[src/rtl/count_cascade_display.sv]
// Extends an upstream single-digit decade counter to three BCD digits and
// drives a multiplexed active-low 7-segment display with a sticky error flag.
module count_cascade_display #(
    parameter int unsigned SCAN_DIV = 4,
    parameter bit          BLANK_EN = 1'b1
) (
    input  logic       clk,
    input  logic       rst_n,
    input  logic       mode,
    input  logic [3:0] number,
    input  logic       zero,
    output logic [3:0] units,
    output logic [3:0] tens,
    output logic [3:0] hundreds,
    output logic       carry,
    output logic       borrow,
    output logic [6:0] seg,
    output logic [2:0] dig_sel,
    output logic       err
);

    localparam logic [15:0] DIV_TC = 16'(SCAN_DIV - 1);

    logic [3:0]  r_prev, r_units, r_tens, r_hund;
    logic        r_carry, r_borrow, r_err;
    logic [15:0] r_div;
    logic [1:0]  r_idx;
    logic [6:0]  r_seg;
    logic [2:0]  r_dig_sel;

    logic        w_wrap_up, w_wrap_dn, w_bad, w_up_ev, w_dn_ev, w_div_tc;
    logic [3:0]  w_diff, w_digit;
    logic [1:0]  w_idx_nxt;
    logic        w_blank;
    logic [6:0]  w_seg_nxt;

    function automatic logic [6:0] f_enc(input logic [3:0] d);
        case (d)
            4'd0:    f_enc = 7'b1000000;
            4'd1:    f_enc = 7'b1111001;
            4'd2:    f_enc = 7'b0100100;
            4'd3:    f_enc = 7'b0110000;
            4'd4:    f_enc = 7'b0011001;
            4'd5:    f_enc = 7'b0010010;
            4'd6:    f_enc = 7'b0000010;
            4'd7:    f_enc = 7'b1111000;
            4'd8:    f_enc = 7'b0000000;
            4'd9:    f_enc = 7'b0010000;
            default: f_enc = 7'b0111111;
        endcase
    endfunction

    // Any 9<->0 step is a wrap and never a step error; mode only qualifies the event.
    always_comb begin
        w_wrap_up = (r_prev == 4'd9) && (number == 4'd0);
        w_wrap_dn = (r_prev == 4'd0) && (number == 4'd9);
        w_diff    = (number > r_prev) ? (number - r_prev) : (r_prev - number);
        w_bad     = (number > 4'd9) || (zero != (number == 4'd0)) ||
                    (!(w_wrap_up || w_wrap_dn) && (w_diff > 4'd1));
        w_up_ev   = w_wrap_up && zero && mode && !w_bad;
        w_dn_ev   = w_wrap_dn && !mode && !w_bad;
    end

    always_ff @(posedge clk or negedge rst_n) begin
        if (!rst_n) begin
            r_prev   <= 4'd0;
            r_units  <= 4'd0;
            r_tens   <= 4'd0;
            r_hund   <= 4'd0;
            r_carry  <= 1'b0;
            r_borrow <= 1'b0;
            r_err    <= 1'b0;
        end else begin
            r_prev   <= number;
            r_units  <= number;
            r_carry  <= 1'b0;
            r_borrow <= 1'b0;
            if (w_bad)
                r_err <= 1'b1;
            if (w_up_ev) begin
                if (r_tens == 4'd9) begin
                    r_tens <= 4'd0;
                    if (r_hund == 4'd9) begin
                        r_hund  <= 4'd0;
                        r_carry <= 1'b1;
                    end else begin
                        r_hund <= r_hund + 4'd1;
                    end
                end else begin
                    r_tens <= r_tens + 4'd1;
                end
            end else if (w_dn_ev) begin
                if (r_tens == 4'd0) begin
                    r_tens <= 4'd9;
                    if (r_hund == 4'd0) begin
                        r_hund   <= 4'd9;
                        r_borrow <= 1'b1;
                    end else begin
                        r_hund <= r_hund - 4'd1;
                    end
                end else begin
                    r_tens <= r_tens - 4'd1;
                end
            end
        end
    end

    // The display register is loaded from the index it will hold after this edge,
    // so dig_sel and seg switch together.
    always_comb begin
        w_div_tc  = (r_div == DIV_TC);
        w_idx_nxt = r_idx;
        if (w_div_tc)
            w_idx_nxt = (r_idx == 2'd2) ? 2'd0 : r_idx + 2'd1;
        w_digit = r_units;
        w_blank = 1'b0;
        case (w_idx_nxt)
            2'd1: begin
                w_digit = r_tens;
                w_blank = BLANK_EN && (r_hund == 4'd0) && (r_tens == 4'd0);
            end
            2'd2: begin
                w_digit = r_hund;
                w_blank = BLANK_EN && (r_hund == 4'd0);
            end
            default: ;
        endcase
        w_seg_nxt = w_blank ? 7'b1111111 : f_enc(w_digit);
    end

    always_ff @(posedge clk or negedge rst_n) begin
        if (!rst_n) begin
            r_div     <= 16'd0;
            r_idx     <= 2'd0;
            r_seg     <= 7'b1000000;
            r_dig_sel <= 3'b110;
        end else begin
            r_div     <= w_div_tc ? 16'd0 : r_div + 16'd1;
            r_idx     <= w_idx_nxt;
            r_seg     <= w_seg_nxt;
            r_dig_sel <= ~(3'b001 << w_idx_nxt);
        end
    end

    assign units    = r_units;
    assign tens     = r_tens;
    assign hundreds = r_hund;
    assign carry    = r_carry;
    assign borrow   = r_borrow;
    assign err      = r_err;
    assign seg      = r_seg;
    assign dig_sel  = r_dig_sel;

endmodule

[config.mk]
export PLATFORM = sky130hd
export DESIGN_NAME = count_cascade_display
export DESIGN_NICKNAME = d
export VERILOG_FILES = /design/src/rtl/count_cascade_display.sv
export SDC_FILE = /design/constraint.sdc
export NUM_CORES = 1
export LEC_CHECK = 0
export BUFFER_PORTS_ARGS = -buffer_cell sky130_fd_sc_hd__buf_2
export CAP_MARGIN = 20
export CELL_PAD_IN_SITES_DETAIL_PLACEMENT = 0
export CELL_PAD_IN_SITES_GLOBAL_PLACEMENT = 2
export CORE_MARGIN = 2
export CORE_UTILIZATION = 25
export DETAILED_ROUTE_END_ITERATION = 12
export GPL_TIMING_DRIVEN = 0
export PLACE_DENSITY_LB_ADDON = 0.05
export SKIP_LAST_GASP = 1
export SLEW_MARGIN = 10
export SYNTH_ARGS = -nofsm -noshare
export SYNTH_HDL_FRONTEND = slang
export SYNTH_SLANG_ARGS = --single-unit
[constraint.sdc]
create_clock -name clk -period 3.63 [get_ports clk]
set_input_delay 0.363 -clock clk [delete_from_list [all_inputs] [get_ports clk]]
set_output_delay 0.363 -clock clk [all_outputs]
set_load 0.02 [all_outputs]
==> metrics.log <==
[metrics] x dimension of the die: 106 um
[metrics] worst path arrival time: 3.42 ns
[metrics] Max Buffers Root-to-Sink: 2
[metrics] worst hold path stage count: 1
[metrics] final antenna-violating net count: 0
[metrics] vias in the first global route: 2073
[metrics] worst-case vdd ir drop: 141 uV
[metrics] cell area reported after detailed placement: 2920 sq um
[metrics] number of levels in the clock H-tree: 2
[metrics] layout filler cell count: 1103
[metrics] endpoint type of the worst setup path: flop
[metrics] drt first-iter violations: 61
[metrics] global route total overflow: 0
[metrics] worst hold-check slack: 0.242 ns
[metrics] count of flip-flops with a built-in enable after synthesis: 0
[metrics] cell area after technology mapping: 2590 sq um
[metrics] endpoint of the worst register-to-register path: seg[4]$_DFF_PN0_
[metrics] clk root buf: sky130_fd_sc_hd__clkbuf_8
[metrics] Register Area: 1080 sq um
[metrics] worst slew margin relative to its limit: 56.0%
[metrics] final critical-path required period: 3.24 ns
[metrics] number of iterations in the first detailed-routing pass: 4
[metrics] Starting Density: 25.5%
[metrics] fin area: 3090 sq um
[metrics] Warnings, synthesis: 0
[metrics] leading cell type in the layout, fill and taps excluded: sky130_fd_sc_hd__dfrtp_1
[metrics] flip-flop and latch count after synthesis: 43
[metrics] pin count of the biggest net entering global routing: 44
[metrics] share of final-layout standard cells stronger than drive strength 1: 19.2%
[metrics] hold wc startpoint: number[3]
[metrics] post-DR vias/cell: 4.54
[metrics] average cell area after synthesis: 9.71 sq um
[metrics] Setup-failing EPs final: 0
[metrics] detail-routed net length per standard cell: 14.1 um
[metrics] via count of the routed design: 2034
[metrics] overall routing resource usage: 12.0%
[metrics] classification of the worst setup path: flop to flop
[metrics] max-slew violation total from the final report: 0
[metrics] PortBufs: 32
[metrics] leading register cell type out of synthesis: sky130_fd_sc_hd__dfrtp_1
[metrics] required time of the critical path: 3.81 ns
[metrics] Synth-to-Final Area Change: 19.1%
[metrics] reg2reg start: r_div[0]$_DFF_PN0_
[metrics] diode count: 0
[metrics] proportion of synthesized chip area in sequential cells: 41.6%
[metrics] Power Density: 324 nW/um^2
[metrics] number of antenna violations at the first check in global routing: 0
[metrics] cell depth of the worst flop-to-flop path: 14
[metrics] Placement Rows: 37
[metrics] Hold Violations, Final: 0
[metrics] Worst Tran Pin Value: 0.643 ns
[metrics] aggregate routed wire length: 6.31 mm
[metrics] Hold Path Sink: units[3]$_DFF_PN0_
[metrics] max_cap viols: 0
[metrics] Crit Path Max Fanout: 6
[metrics] die height: 106 um
[metrics] share of synthesized registers carrying an async set or reset: 100%
[metrics] net total in the final layout: 337
[metrics] overall die area: 11200 sq um
[metrics] type of element launching the critical path: flop
[metrics] worst hold-check path type: primary input to flop
[metrics] area inside the core boundary: 10200 sq um
[metrics] post-synth net total: 293
[metrics] highest attainable clock frequency: 309 MHz
[metrics] register clock-pin slew on the reported worst setup and hold paths: 0.09 ns
[metrics] io pins: 33
[metrics] post-detailed-placement half-perimeter wirelength: 4.62 mm
[metrics] reg-to-reg setup timing slack: 0.39 ns
[metrics] global-route wire length before repair: 10.8 mm
[metrics] run status: finished clean
[metrics] Multi-input gate area: 1420 sq um
[metrics] most frequent cells in the layout: 40 x sky130_fd_sc_hd__dfrtp_1, 37 x sky130_fd_sc_hd__buf_2, 19 x sky130_fd_sc_hd__inv_1, 17 x sky130_fd_sc_hd__nand2_1
[metrics] final weighted congestion in routability-driven placement: 0.730
[metrics] Syn Inst Count: 267
[metrics] Inserted Clock Buffers: 5
[metrics] clock latency of the later-clocked register in the worst-skew pair: 0.29 ns
[metrics] clock tree from TritonCTS: yes
[metrics] DRC violations left: 0
[metrics] post-synth cell types: 51
[metrics] worst clock skew on the final layout: 0.00584 ns
[metrics] part of the cycle the worst path needs: 89.3%
[metrics] Num Clock Sinks: 43
[metrics] leakage dissipation: 1.40 nW
[cell usage after synthesis, types with 5 or more instances]
master                    instances  area (sq um)
sky130_fd_sc_hd__nor3_1           6          30.0
sky130_fd_sc_hd__o21ai_1          9          45.0
sky130_fd_sc_hd__dfrtp_1         40          1000
sky130_fd_sc_hd__xnor2_1         14           123
sky130_fd_sc_hd__nand2_1         17          63.8
sky130_fd_sc_hd__a21oi_1         11          55.1
sky130_fd_sc_hd__mux2i_1          7          70.1
sky130_fd_sc_hd__nand3_1         10          50.1
sky130_fd_sc_hd__ha_1            16           200
sky130_fd_sc_hd__and3_1           5          31.3
sky130_fd_sc_hd__buf_2            5          25.0
sky130_fd_sc_hd__xor2_1           5          43.8
sky130_fd_sc_hd__and2_1           5          31.3
sky130_fd_sc_hd__inv_1           19          71.3
sky130_fd_sc_hd__nor4_1           5          31.3
sky130_fd_sc_hd__nand4_1          5          31.3
sky130_fd_sc_hd__a31oi_1          6          37.5
sky130_fd_sc_hd__o21ai_0         12          60.1
sky130_fd_sc_hd__nor2_1          15          56.3
[worst max-delay path, cell delays in order (launching register included)]
cell	delay (ns)
sky130_fd_sc_hd__dfrtp_1	0.43
sky130_fd_sc_hd__ha_2	0.27
sky130_fd_sc_hd__nor4b_1	0.24
sky130_fd_sc_hd__nand4_1	0.27
sky130_fd_sc_hd__nor2_1	0.16
sky130_fd_sc_hd__nand2_1	0.08
sky130_fd_sc_hd__and2_1	0.18
sky130_fd_sc_hd__ha_1	0.27
sky130_fd_sc_hd__buf_2	0.23
sky130_fd_sc_hd__mux2i_4	0.32
sky130_fd_sc_hd__ha_1	0.18
sky130_fd_sc_hd__inv_1	0.03
sky130_fd_sc_hd__or2_1	0.23
sky130_fd_sc_hd__mux2i_1	0.14
sky130_fd_sc_hd__o21ai_1	0.08
[flip-flops by register name (all words and copies together) (netlist names)]
name,cells
borrow,1
carry,1
dig_sel,3
err,1
hundreds,4
r_div,16
r_idx,2
seg,7
tens,4
units,4
[cell families after synthesis]
kind of cell / synth area share [%]
simple gates: 19.5
compound gates: 14.3
flops: 41.6
buf+inv: 4.87
xor+xnor: 6.42
fa+ha+maj: 9.26
mux: 4.00
[routing by layer]
metal / GRT usage (%) / routed length [um]
met1: 17.3 / 3240
met2: 18.8 / 2860
met3: 2.10 / 165
met4: 2.82 / 40
met5: 0 / 0
[final cells by class]
class,count,area share (%)
Buffer,10,1.66
Sequential cell,43,35.0
Multi-Input combinational cell,194,45.8
Clock buffer,6,2.35
Timing Repair Buffer,37,6.89
Tap cell,136,5.51
Inverter,20,2.43
Clock inverter,2,0.405
[through the flow]
stage	setup WS [ns]	utilization (%)	TNS (ns)	instances	total power, mW
2_1_floorplan	0.682	-	0	267	0.629
3_3_place_gp	0.146	28.7	0	435	0.695
3_5_place_dp	0.191	28.7	0	435	0.693
4_1_cts	0.174	29.5	0	443	1.02
5_1_grt	-0.00112	30.3	-0.00112	448	1.06
6_report	0.390	30.3	0	448	1.00
[how the worst max path moves through the flow]
stage / startpoint / end / cells after the start
6_report: r_div[0]$_DFF_PN0_ / seg[4]$_DFF_PN0_ / 14
5_1_grt: r_div[0]$_DFF_PN0_ / seg[4]$_DFF_PN0_ / 13
4_1_cts: r_div[0]$_DFF_PN0_ / seg[4]$_DFF_PN0_ / 14
3_5_place_dp: r_div[0]$_DFF_PN0_ / seg[4]$_DFF_PN0_ / 14
3_3_place_gp: r_div[0]$_DFF_PN0_ / seg[4]$_DFF_PN0_ / 14
2_1_floorplan: r_div[0]$_DFF_PN0_ / seg[4]$_DFF_PN0_ / 14
[report_power, final]
| part | switching, mW | internal [mW] | total [mW] |
|---|---|---|---|
| registers | 0.0104 | 0.494 | 0.505 |
| clock network | 0.176 | 0.135 | 0.311 |
| logic | 0.116 | 0.0680 | 0.184 |
| total | 0.302 | 0.697 | 1.00 |
[what timing repair did]
| action | CTS | global route |
|---|---|---|
| setup endpoints to repair | 0 | 7 |
| hold buffers | 0 | 1 |
| endpoints found under the hold margin | 0 | 11 |
| resized for setup | 0 | 5 |
| buffers inserted | 0 | 3 |
Power figures use the tool's default switching activity.
